**config.mk**
```make
export PLATFORM = sky130hd
export DESIGN_NAME = unidade_controle_mc
export DESIGN_NICKNAME = d
export VERILOG_FILES = /design/src/rtl/unidade_controle_mc.sv
export SDC_FILE = /design/constraint.sdc
export NUM_CORES = 1
export LEC_CHECK = 0
export CORE_MARGIN = 1.5
export CORE_UTILIZATION = 47
export CTS_BUF_LIST = sky130_fd_sc_hd__clkbuf_8
export DETAILED_ROUTE_END_ITERATION = 6
export PLACE_DENSITY_LB_ADDON = 0.15
export SYNTH_ARGS = -nofsm -noshare
export SYNTH_HDL_FRONTEND = slang
export SYNTH_SLANG_ARGS = --single-unit
```
**constraint.sdc**
```tcl
create_clock -name clk -period 1.85 [get_ports clk]
set_input_delay 0.185 -clock clk [delete_from_list [all_inputs] [get_ports clk]]
set_output_delay 0.185 -clock clk [all_outputs]
set_load 0.05 [all_outputs]
```
**src/rtl/unidade_controle_mc.sv**
```systemverilog
// -----------------------------------------------------------------------------
// unidade_controle_mc
// Multicycle control FSM for the 8-bit CPU. It steps each instruction through
// FETCH / DECODE / EXECUTE / MEM / WRITEBACK. It drives the datapath enables
// and the next-PC select, handshakes with a variable-latency memory, and traps
// into HALT on an illegal opcode or on a memory timeout.
//
// Parameters
//   MEM_TIMEOUT  cycles a memory request may wait for mem_pronto (1..255)
//
// Ports
//   clk         in   system clock, rising edge
//   reset_n     in   asynchronous active-low reset
//   habilita    in   run enable, only looked at in FETCH
//   opcode[3:0] in   IR[7:4], valid from DECODE onward
//   zero        in   ALU zero flag, used in BRANCH
//   mem_pronto  in   memory finishes the current access this cycle
//   EscPC       out  PC write enable
//   FontePC[1:0] out next-PC select: 00 PC+1, 01 branch target, 10 jump target
//   EscIR       out  IR write enable
//   EscReg      out  register file write enable
//   MemParaReg  out  writeback source: 0 ALU, 1 memory data
//   LerMem      out  memory read request
//   EscMem      out  memory write request
//   IouD        out  memory address source: 0 PC, 1 ALU result
//   ALUOp[2:0]  out  000 ADD, 001 SUB, 010 AND, 011 OR
//   parado      out  FSM is in HALT
//   erro        out  sticky trap flag
//   estado[3:0] out  current state code, for debug
//
// state    | meaning
// FETCH    | read instruction at PC, load IR, PC <= PC+1 (code 0)
// DECODE   | pick the instruction path from opcode (code 1)
// EXEC_ALU | ALU performs the register operation (code 2)
// WB_ALU   | ALU result written to the register file (code 3)
// MEM_ADDR | ALU computes the data address (code 4)
// MEM_RD   | data read, waits for mem_pronto (code 5)
// WB_MEM   | memory data written to the register file (code 6)
// MEM_WR   | data write, waits for mem_pronto (code 7)
// BRANCH   | compare and conditionally take the branch target (code 8)
// JUMP     | unconditional PC load from the jump target (code 9)
// HALT     | stopped; only reset_n leaves this state (code 15)
// -----------------------------------------------------------------------------
module unidade_controle_mc #(
  parameter int unsigned MEM_TIMEOUT = 15
) (
  input  logic       clk,
  input  logic       reset_n,
  input  logic       habilita,
  input  logic [3:0] opcode,
  input  logic       zero,
  input  logic       mem_pronto,
  output logic       EscPC,
  output logic [1:0] FontePC,
  output logic       EscIR,
  output logic       EscReg,
  output logic       MemParaReg,
  output logic       LerMem,
  output logic       EscMem,
  output logic       IouD,
  output logic [2:0] ALUOp,
  output logic       parado,
  output logic       erro,
  output logic [3:0] estado
);

  typedef enum logic [3:0] {
    S_FETCH    = 4'd0,
    S_DECODE   = 4'd1,
    S_EXEC_ALU = 4'd2,
    S_WB_ALU   = 4'd3,
    S_MEM_ADDR = 4'd4,
    S_MEM_RD   = 4'd5,
    S_WB_MEM   = 4'd6,
    S_MEM_WR   = 4'd7,
    S_BRANCH   = 4'd8,
    S_JUMP     = 4'd9,
    S_HALT     = 4'd15
  } state_t;

  localparam logic [7:0] TMO = 8'(MEM_TIMEOUT);

  state_t     state_q, state_d;
  logic [7:0] cnt_q, cnt_d;
  logic       erro_q, erro_d;

  logic wait_st;
  logic tmo;

  // A FETCH with habilita low issues no request, so it is not a wait state.
  assign wait_st = ((state_q == S_FETCH) && habilita) ||
                   (state_q == S_MEM_RD) || (state_q == S_MEM_WR);
  // Completion in the same cycle as the limit wins over the trap.
  assign tmo     = wait_st && !mem_pronto && (cnt_q == TMO);

  always_ff @(posedge clk or negedge reset_n) begin
    if (!reset_n) begin
      state_q <= S_FETCH;
      cnt_q   <= '0;
      erro_q  <= 1'b0;
    end else begin
      state_q <= state_d;
      cnt_q   <= cnt_d;
      erro_q  <= erro_d;
    end
  end

  always_comb begin
    state_d = state_q;
    erro_d  = erro_q;
    unique case (state_q)
      S_FETCH: begin
        if (habilita) begin
          if (tmo) begin
            state_d = S_HALT;
            erro_d  = 1'b1;
          end else if (mem_pronto) begin
            state_d = S_DECODE;
          end
        end
      end
      S_DECODE: begin
        unique case (opcode)
          4'b0000:                            state_d = S_FETCH;
          4'b0001, 4'b0010, 4'b0011, 4'b0100: state_d = S_EXEC_ALU;
          4'b0101, 4'b0110:                   state_d = S_MEM_ADDR;
          4'b0111:                            state_d = S_BRANCH;
          4'b1000:                            state_d = S_JUMP;
          4'b1111:                            state_d = S_HALT;
          default: begin
            state_d = S_HALT;
            erro_d  = 1'b1;
          end
        endcase
      end
      S_EXEC_ALU: state_d = S_WB_ALU;
      S_WB_ALU:   state_d = S_FETCH;
      S_MEM_ADDR: state_d = (opcode == 4'b0110) ? S_MEM_WR : S_MEM_RD;
      S_MEM_RD: begin
        if (tmo) begin
          state_d = S_HALT;
          erro_d  = 1'b1;
        end else if (mem_pronto) begin
          state_d = S_WB_MEM;
        end
      end
      S_WB_MEM: state_d = S_FETCH;
      S_MEM_WR: begin
        if (tmo) begin
          state_d = S_HALT;
          erro_d  = 1'b1;
        end else if (mem_pronto) begin
          state_d = S_FETCH;
        end
      end
      S_BRANCH: state_d = S_FETCH;
      S_JUMP:   state_d = S_FETCH;
      S_HALT:   state_d = S_HALT;
      default:  state_d = S_FETCH;
    endcase
  end

  // Wait counter restarts whenever a new state is entered and only runs
  // while an issued request is still outstanding.
  always_comb begin
    cnt_d = cnt_q;
    if (state_d != state_q) begin
      cnt_d = '0;
    end else if ((state_q == S_FETCH) && !habilita) begin
      cnt_d = '0;
    end else if (wait_st && !mem_pronto) begin
      cnt_d = cnt_q + 8'd1;
    end
  end

  always_comb begin
    EscPC      = 1'b0;
    FontePC    = 2'b00;
    EscIR      = 1'b0;
    EscReg     = 1'b0;
    MemParaReg = 1'b0;
    LerMem     = 1'b0;
    EscMem     = 1'b0;
    IouD       = 1'b0;
    ALUOp      = 3'b000;
    parado     = 1'b0;
    unique case (state_q)
      S_FETCH: begin
        if (habilita && !tmo) begin
          LerMem = 1'b1;
          EscIR  = mem_pronto;
          EscPC  = mem_pronto;
        end
      end
      S_EXEC_ALU, S_WB_ALU: begin
        ALUOp  = 3'(opcode - 4'd1);
        EscReg = (state_q == S_WB_ALU);
      end
      S_MEM_RD: begin
        if (!tmo) begin
          LerMem = 1'b1;
          IouD   = 1'b1;
        end
      end
      S_WB_MEM: begin
        EscReg     = 1'b1;
        MemParaReg = 1'b1;
      end
      S_MEM_WR: begin
        if (!tmo) begin
          EscMem = 1'b1;
          IouD   = 1'b1;
        end
      end
      S_BRANCH: begin
        ALUOp   = 3'b001;
        EscPC   = zero;
        FontePC = 2'b01;
      end
      S_JUMP: begin
        EscPC   = 1'b1;
        FontePC = 2'b10;
      end
      S_HALT:  parado = 1'b1;
      default: ;
    endcase
  end

  assign erro   = erro_q;
  assign estado = state_q;

endmodule

```
==> results of run 1 <==
-- Yosys cell counts, types with 2 or more instances --
| library cell | n |
|---|---|
| xnor2_1 | 3 |
| a211oi_1 | 3 |
| and2_1 | 3 |
| xor2_1 | 6 |
| nor4_1 | 5 |
| clkbuf_1 | 6 |
| o21ai_0 | 4 |
| or3_1 | 2 |
| nor2b_1 | 5 |
| nand4_1 | 5 |
| nand2b_1 | 3 |
| ha_1 | 5 |
| a21oi_1 | 8 |
| dfrtp_1 | 13 |
| inv_1 | 5 |
| o211ai_1 | 2 |
| nand2_1 | 11 |
| nor3_1 | 10 |
| and3_1 | 2 |
| nand3_1 | 5 |
| nand3b_1 | 2 |
| nor2_1 | 14 |
| o21ai_1 | 3 |
| a31oi_1 | 4 |
-- cells by family after synthesis --
family | Yosys count | synth area share [%]
AND/OR/NAND/NOR | 74 | 34.8
adder cells (fa/ha/maj) | 5 | 5.35
multiplexers | 1 | 0.857
AO/OA/AOI/OAI | 33 | 19.2
flip-flops | 13 | 27.8
XOR/XNOR | 9 | 6.75
buffers and inverters | 15 | 5.25
-- timing repair --
action                     4_1_cts
buffers inserted                12
cloned                           1
hold buffers                     0
gates resized for setup         41
setup endpoints to repair       17
pin swaps                       19
-- through the flow --
stage	instance area [sq um]	util, %	std cells	setup TNS (ns)
after detailed placement	1880	82.6	230	-5.47
after global placement	1880	82.6	230	-4.48
after floorplan	1290	-	150	-3.50
after CTS	2200	96.8	246	-1.86
==> reports/metrics.csv, run 1 <==
metric,value,unit
status,did not finish,
lastStage,global routing (5_1_grt),
stop_error,"[ERROR DPL-0038] Utilization greater than 100%, impossible to legalize",
synth.net_count,164,
yosysSeqAreaShare,27.8,%
die_h,52.9,microns
synth_edf_count,0,
yosysTopAreaCell,dfrtp_1,
async_reset_ff_share,100,%
grt_max_degree,24,
cts_buffers,3,
start_util,51.3,%
yosysWarnings,0,
cts_max_path_buffers,2,
crit_endpoint,LerMem,
synthCells,150,
syn_area,1170,sq um
ios,27,
post_synth.cell_area_avg,7.79,sq um
rows,17,
htreeDepth,1,
io_buffers,26,
ys_types,45,
endpoint_type,top-level output,
synth_top_area_share,27.8,%
synth-seq-cells,13,
cts_num_sinks,13,
gp_congestion,0.873,
cts_root_buffer,clkbuf_8,
synth.area.top_cells,"dfrtp_1, ha_1, nor2_1, xor2_1, nor3_1",
dp_hpwl,2770,microns
ys.flop_type,dfrtp_1,
dieWidth,52.9,microns
pre_cts_slack,-0.438,ns
==> run 2: changes to the inputs <==
--- a/config.mk
+++ b/config.mk
@@ -5,10 +5,9 @@
 export SDC_FILE = /design/constraint.sdc
 export NUM_CORES = 1
 export LEC_CHECK = 0
-export CORE_MARGIN = 1.5
-export CORE_UTILIZATION = 47
-export CTS_BUF_LIST = sky130_fd_sc_hd__clkbuf_8
+export CORE_AREA = 2 2 63 65
 export DETAILED_ROUTE_END_ITERATION = 6
+export DIE_AREA = 0 0 65 67
 export PLACE_DENSITY_LB_ADDON = 0.15
 export SYNTH_ARGS = -nofsm -noshare
 export SYNTH_HDL_FRONTEND = slang
==> constraint.sdc (replaced) <==
create_clock -name clk -period 2.4 [get_ports clk]
set_input_delay 0.24 -clock clk [delete_from_list [all_inputs] [get_ports clk]]
set_output_delay 0.24 -clock clk [all_outputs]
set_load 0.05 [all_outputs]
==> run 2 against run 1 <==
The run now ends clean. Synthesized cell count unchanged. Synthesized area unchanged.
==> reports/metrics.csv, run 2 <==
metric,value,unit,change
status,"finished, final reports clean",,
async_reset_ff_share,100,%,unchanged
drv_slew,0,,
die_h,67,microns,+27%
synthMuxAreaShare,0.857,%,unchanged
hold_ws,0.361,ns,
largest_reg_flops,8,,
regMostFlops,cnt_q,,
htreeDepth,1,,unchanged
synth.net_count,164,,unchanged
final_cell_mix,"buf_4, nor2_1, clkdlybuf4s50_1",,
drt-total-wl,3210,microns,
fin_crit,2.28,ns,
cts_root_buffer,clkbuf_8,,
grt_overflow,0,,
clkTransAtPathRegs,0.05,ns,
grt_pass1_wl,5280,microns,
crit_path_end_kind,output pin,,
die_area,4360,sq um,
synth_top_family_by_area,simple AND/OR/NAND/NOR gates,,
via_per_inst,5.33,,
dieWidth,65,microns,+23%
holdBufCountCts,0,,unchanged
path_max_fanout,5,,
hp-class,in -> async,,
dpl.cell_count,228,,-0.87%
diodes,0,,
design_area,1640,sq um,
synth_compound_area_share,19.2,%,unchanged
cts_resized,0,,-100%
route.detailed.drc,0,,
max_slew_margin,62.6,%,
rsz0062_at_grt,false,,
synth_top_area_share,27.8,%,unchanged
vias,1237,,
cts_num_sinks,13,,unchanged
drv_cap,0,,
grt.total_usage,15.8,%,
crit_required,2.16,ns,
fin_ws,0.125,ns,
clk_latency,0.24,ns,
cts_tree,yes,,
powerDensity,1180,nW/um^2,
drtIter0Drc,74,,
max_freq,439,MHz,
finClkSkew,0.00341,ns,
critPathLaunchType,flop,,
grt_pass1_vias,1126,,
worstSetupPathType,reg -> out,,
drtPass1Iterations,4,,
wl_per_cell,13.8,microns,
p_leak,0.688,nW,
hold_violations,0,,
ys_top_cells_by_count,"nor2_1, dfrtp_1, nand2_1, nor3_1, a21oi_1",,
antenna_found_initial,0,,
yosysMostFrequentCell,nor2_1,,
ant_nets,0,,
fin_cells,232,,
layout-drive-gt1-share,19.0,%,
vdd_ir_drop_max,484,uV,
ios,27,,unchanged
io_buffers,26,,unchanged
synth_edf_count,0,,unchanged
synth-xor-area-share,6.75,%,unchanged
period_share,94.8,%,
placed_area,1580,sq um,-16%
rows,22,,+5
start_util,32.4,%,-19 points
synth.area.top_cells,"dfrtp_1, ha_1, nor2_1, xor2_1, nor3_1",,
dp_hpwl,2460,microns,-11%
ys.flop_type,dfrtp_1,,
syn_to_final_growth,39.9,%,
synthCells,150,,unchanged
nets,199,,
yosysWarnings,0,,unchanged
ys_types,45,,unchanged
synth-seq-cells,13,,unchanged
grt_max_degree,23,,
coreArea,3610,sq um,
gp_congestion,0.828,,-5.1%
finalSetupViolCount,0,,
synth_simple_gate_area_share,34.8,%,unchanged
post_synth.cell_area_avg,7.79,sq um,unchanged
worstMarginPinSlew,0.559,ns,
crit_arrival,2.04,ns,
yosysTopAreaCell,dfrtp_1,,
final_common_cell,buf_4,,
cts_buffers,3,,unchanged
cts_setup_buffers,0,,-12
syn_area,1170,sq um,unchanged
cts_max_path_buffers,2,,unchanged
pre_cts_slack,0.0537,ns,+0.492 ns
yosysSeqAreaShare,27.8,%,unchanged
synth_fa_ha_area_share,5.35,%,unchanged
## run 2: cell counts after synthesis
No cell type changed its count.
## run 2: kinds of logic (layout without fill, tap and decap cells)
kind of cell    Yosys count  in the layout
compound gates           33             33
xor+xnor                  9              9
fa+ha+maj                 5              5
buf+inv                  15             49
flops                    13             13
mux                       1              1
simple gates             74             74
## run 2: layout make-up
cell class / instances / area (sq um)
repair buffers: 39 / 378
well taps: 48 / 60.1
inverters: 6 / 22.5
multi-input cells: 122 / 805
flip-flops and latches: 13 / 325
fillers: 370 / 1970
clock buffers: 4 / 45.0
## run 2: per-stage QoR
stage | TNS [ns] | total power [mW] | util (%)
after CTS | 0 | 1.93 | 45.0
after detailed placement | 0 | 1.73 | 43.8
after global routing | 0 | 2.06 | 45.4
after global placement | 0 | 1.72 | 43.8
after floorplan | -1.33 | 1.24 | -
final | 0 | 1.93 | 45.4
## run 2: worst paths after layout
path                       startpoint   endpoint  slack [ns]  cells after the start
min                           reset_n   cnt_q[6]        0.36                      1
min in group clk                 erro       erro        0.49                      1
max in group asynchronous     reset_n  estado[0]        1.67                      1
min reg2reg                      erro       erro        0.49                      1
max reg2reg                 estado[1]   cnt_q[5]        0.41                      7
max                         estado[1]       IouD        0.12                      5
## run 2: metal layers
| layer | GRT usage (%) | vias up | part of all wire, % |
|---|---|---|---|
| met1 | 21.6 | 580 | 49 |
| met3 | 3.89 | 2 | 4.5 |
| li1 | - | 620 | - |
| met2 | 25.0 | 35 | 46 |
| met4 | 3.19 | 0 | 0.59 |
| met5 | 0 | - | 0 |
## run 2: report_power, final
group          internal (mW)  switching (mW)  total [mW]
clock network          0.117          0.0728       0.190
logic                  0.521           0.907        1.43
registers              0.259          0.0521       0.311
## run 2: critical path, cell delays in order (launching register included)
cell and delay [ns]:
dfrtp_1 0.42, or4b_4 0.56, a211oi_4 0.24, and2_1 0.30, nor2_1 0.08, buf_4 0.19
No activity file was read; power rests on OpenSTA's default activity.
==> run 3: changes to the inputs <==
--- a/config.mk
+++ b/config.mk
@@ -8,6 +8,7 @@
 export CORE_AREA = 2 2 63 65
 export DETAILED_ROUTE_END_ITERATION = 6
 export DIE_AREA = 0 0 65 67
+export HOLD_SLACK_MARGIN = 0.02
 export PLACE_DENSITY_LB_ADDON = 0.15
 export SYNTH_ARGS = -nofsm -noshare
 export SYNTH_HDL_FRONTEND = slang
==> results of run 3 <==
No change in the layout: final DEF, timing and power equal those of run 2.
==> run 4: changes to the inputs <==
--- a/config.mk
+++ b/config.mk
@@ -10,6 +10,7 @@
 export DIE_AREA = 0 0 65 67
 export HOLD_SLACK_MARGIN = 0.02
 export PLACE_DENSITY_LB_ADDON = 0.15
+export SLEW_MARGIN = 20
 export SYNTH_ARGS = -nofsm -noshare
 export SYNTH_HDL_FRONTEND = slang
 export SYNTH_SLANG_ARGS = --single-unit
==> constraint.sdc (replaced) <==
create_clock -name clk -period 2.9 [get_ports clk]
set_input_delay 0.29 -clock clk [delete_from_list [all_inputs] [get_ports clk]]
set_output_delay 0.29 -clock clk [all_outputs]
set_load 0.05 [all_outputs]
==> run 4 against run 3 <==
Register-to-register slack better by 0.27 ns. Core utilization is 2.7 points lower. Flip-flop and latch count stayed put. Clock power is 14% lower. Design area is 6.0% lower. Worst setup slack better by 0.13 ns. First-iteration DRC count is 55% lower. Highest routed layer unchanged.
==> reports/metrics.csv, run 4 (synthesis gave the netlist of run 2 again) <==
metric,value,unit,change
crit_arrival,2.35,ns,+0.31 ns
grt_max_degree,18,,-22%
clkTransAtPathRegs,0.05,ns,about the same
rsz0062_at_grt,false,,
combPwrFrac,67.9,%,-6.1 points
dieWidth,65,microns,unchanged
clkPwrFrac,10.7,%,+0.9 points
nets,193,,-3.0%
drt-total-wl,3240,microns,+0.78%
final_cell_mix,"clkdlybuf4s50_1, nor2_1, dfrtp_1",,
finClkSkew,0.000945,ns,-0.00247 ns
cts_resized,0,,unchanged
ant_nets,0,,unchanged
power.total,1.52,mW,-21%
antenna_found_initial,0,,unchanged
period_share,91.1,%,
wl_per_cell,14.3,microns,+3.5%
route.detailed.drc,0,,unchanged
cts_setup_buffers,0,,unchanged
worstMarginPinSlew,0.593,ns,+0.0340 ns
critPathMaxStageDelay,0.85,ns,+0.29 ns
crit_required,2.61,ns,+0.45 ns
drtPass1Iterations,4,,unchanged
layout-drive-gt1-share,9.55,%,-9.5 points
gp_congestion,0.834,,+0.70%
hp-class,in -> async,,
final_common_cell,clkdlybuf4s50_1,,
largest_reg_flops,8,,unchanged
slowest_stage,clkdlybuf4s50_1,,
swShare,55.2,%,+1.7 points
dp_hpwl,2370,microns,-3.6%
sequentialPowerShare,21.3,%,+5.2 points
vias,1221,,-1.3%
grt_overflow,0,,unchanged
fin_setup_tns,0,ns,unchanged
via_per_inst,5.40,,+1.3%
cts_buffers,3,,unchanged
io_buffers,26,,unchanged
ios,27,,unchanged
powerDensity,990,nW/um^2,-16%
critical_path.cell_chain,inv_2 -> nor4_1 -> clkdlybuf4s50_1,,
cts_tree,yes,,
p_leak,0.625,nW,-9.1%
grt_pass1_wl,5510,microns,+4.5%
design_area,1540,sq um,-6.0%
max_freq,379,MHz,
htreeDepth,1,,unchanged
clk_latency,0.25,ns,about the same
fin_crit,2.64,ns,
die_h,67,microns,unchanged
diodes,0,,unchanged
cts_num_sinks,13,,unchanged
max_slew_margin,60.4,%,-2.2 points
drv_cap,0,,unchanged
cts_root_buffer,clkbuf_8,,
placed_area,1490,sq um,-5.4%
hold_violations,0,,unchanged
internal_power,0.682,mW,-24%
status,"finished, final reports clean",,
finalSetupViolCount,0,,unchanged
drtIter0Drc,33,,-55%
path_max_fanout,16,,+11
crit_path_end_kind,output pin,,
drv_slew,0,,unchanged
holdBufCountCts,0,,unchanged
start_util,32.4,%,unchanged
cts_max_path_buffers,2,,unchanged
regMostFlops,cnt_q,,
rows,22,,unchanged
critPathLaunchType,flop,,
worstSetupPathType,reg -> out,,
worstRegToRegCells,6,,-1
grt_pass1_vias,1217,,+8.1%
syn_to_final_growth,31.6,%,
die_area,4360,sq um,unchanged
vdd_ir_drop_max,379,uV,-22%
switching_power,0.840,mW,-19%
grt.total_usage,16.4,%,+0.66 points
coreArea,3610,sq um,unchanged
==> run 4: changes by cell type in the layout (fill, tap and decap cells not counted), sizes merged <==
cell           before  now
buf                25   11
clkdlybuf4s50      14   22
==> run 4: final timing paths <==
path                                start          to  slack, ns
worst min-delay path              reset_n    cnt_q[3]       0.41
worst max-delay path            estado[3]  FontePC[0]       0.26
worst min register to register       erro        erro       0.47
min in group clk                     erro        erro       0.47
worst max register to register  estado[0]    cnt_q[1]       0.68
max in group asynchronous         reset_n        erro       2.12
==> run 4: layout make-up <==
cell class	count	area [sq um]
repair buffers	33	303
flip-flops and latches	13	325
clock buffers	4	45.0
multi-input cells	122	782
inverters	6	22.5
well taps	48	60.1
fillers	365	2070
==> run 4: stage by stage <==
step	util, %	setup WS (ns)	cells	hold slack (ns)
2_1_floorplan	-	0.00594	150	-0.00559
3_3_place_gp	41.4	0.373	222	0.460
3_5_place_dp	41.4	0.271	222	0.469
4_1_cts	42.6	0.260	226	0.431
5_1_grt	42.6	0.120	226	0.456
6_report	42.6	0.259	226	0.411
==> run 4: per-layer routing <==
layer / share of wire [%] / global-route usage (%) / vias up
li1: - / - / 610
met1: 50 / 22.0 / 574
met2: 44 / 25.5 / 30
met3: 3.6 / 1.69 / 7
met4: 2.6 / 9.57 / 0
met5: 0 / 0 / -
==> run 4: power by group through the flow <==
| stage | Combinational (mW) | Sequential [mW] | Clock (mW) |
|---|---|---|---|
| after global placement | 1.03 | 0.325 | 0 |
| after detailed placement | 1.03 | 0.325 | 0 |
| after CTS | 1.03 | 0.322 | 0.167 |
| after global routing | 1.12 | 0.339 | 0.175 |
| final | 1.03 | 0.325 | 0.163 |
| after floorplan | 0.665 | 0.350 | 0 |
==> run 4: critical path, delay by kind of cell (launching register included) <==
| kind | cells | cell delay (ns) |
|---|---|---|
| and+or+nand+nor | 1 | 0.31 |
| buffers and inverters | 2 | 1.06 |
| DFF | 1 | 0.71 |
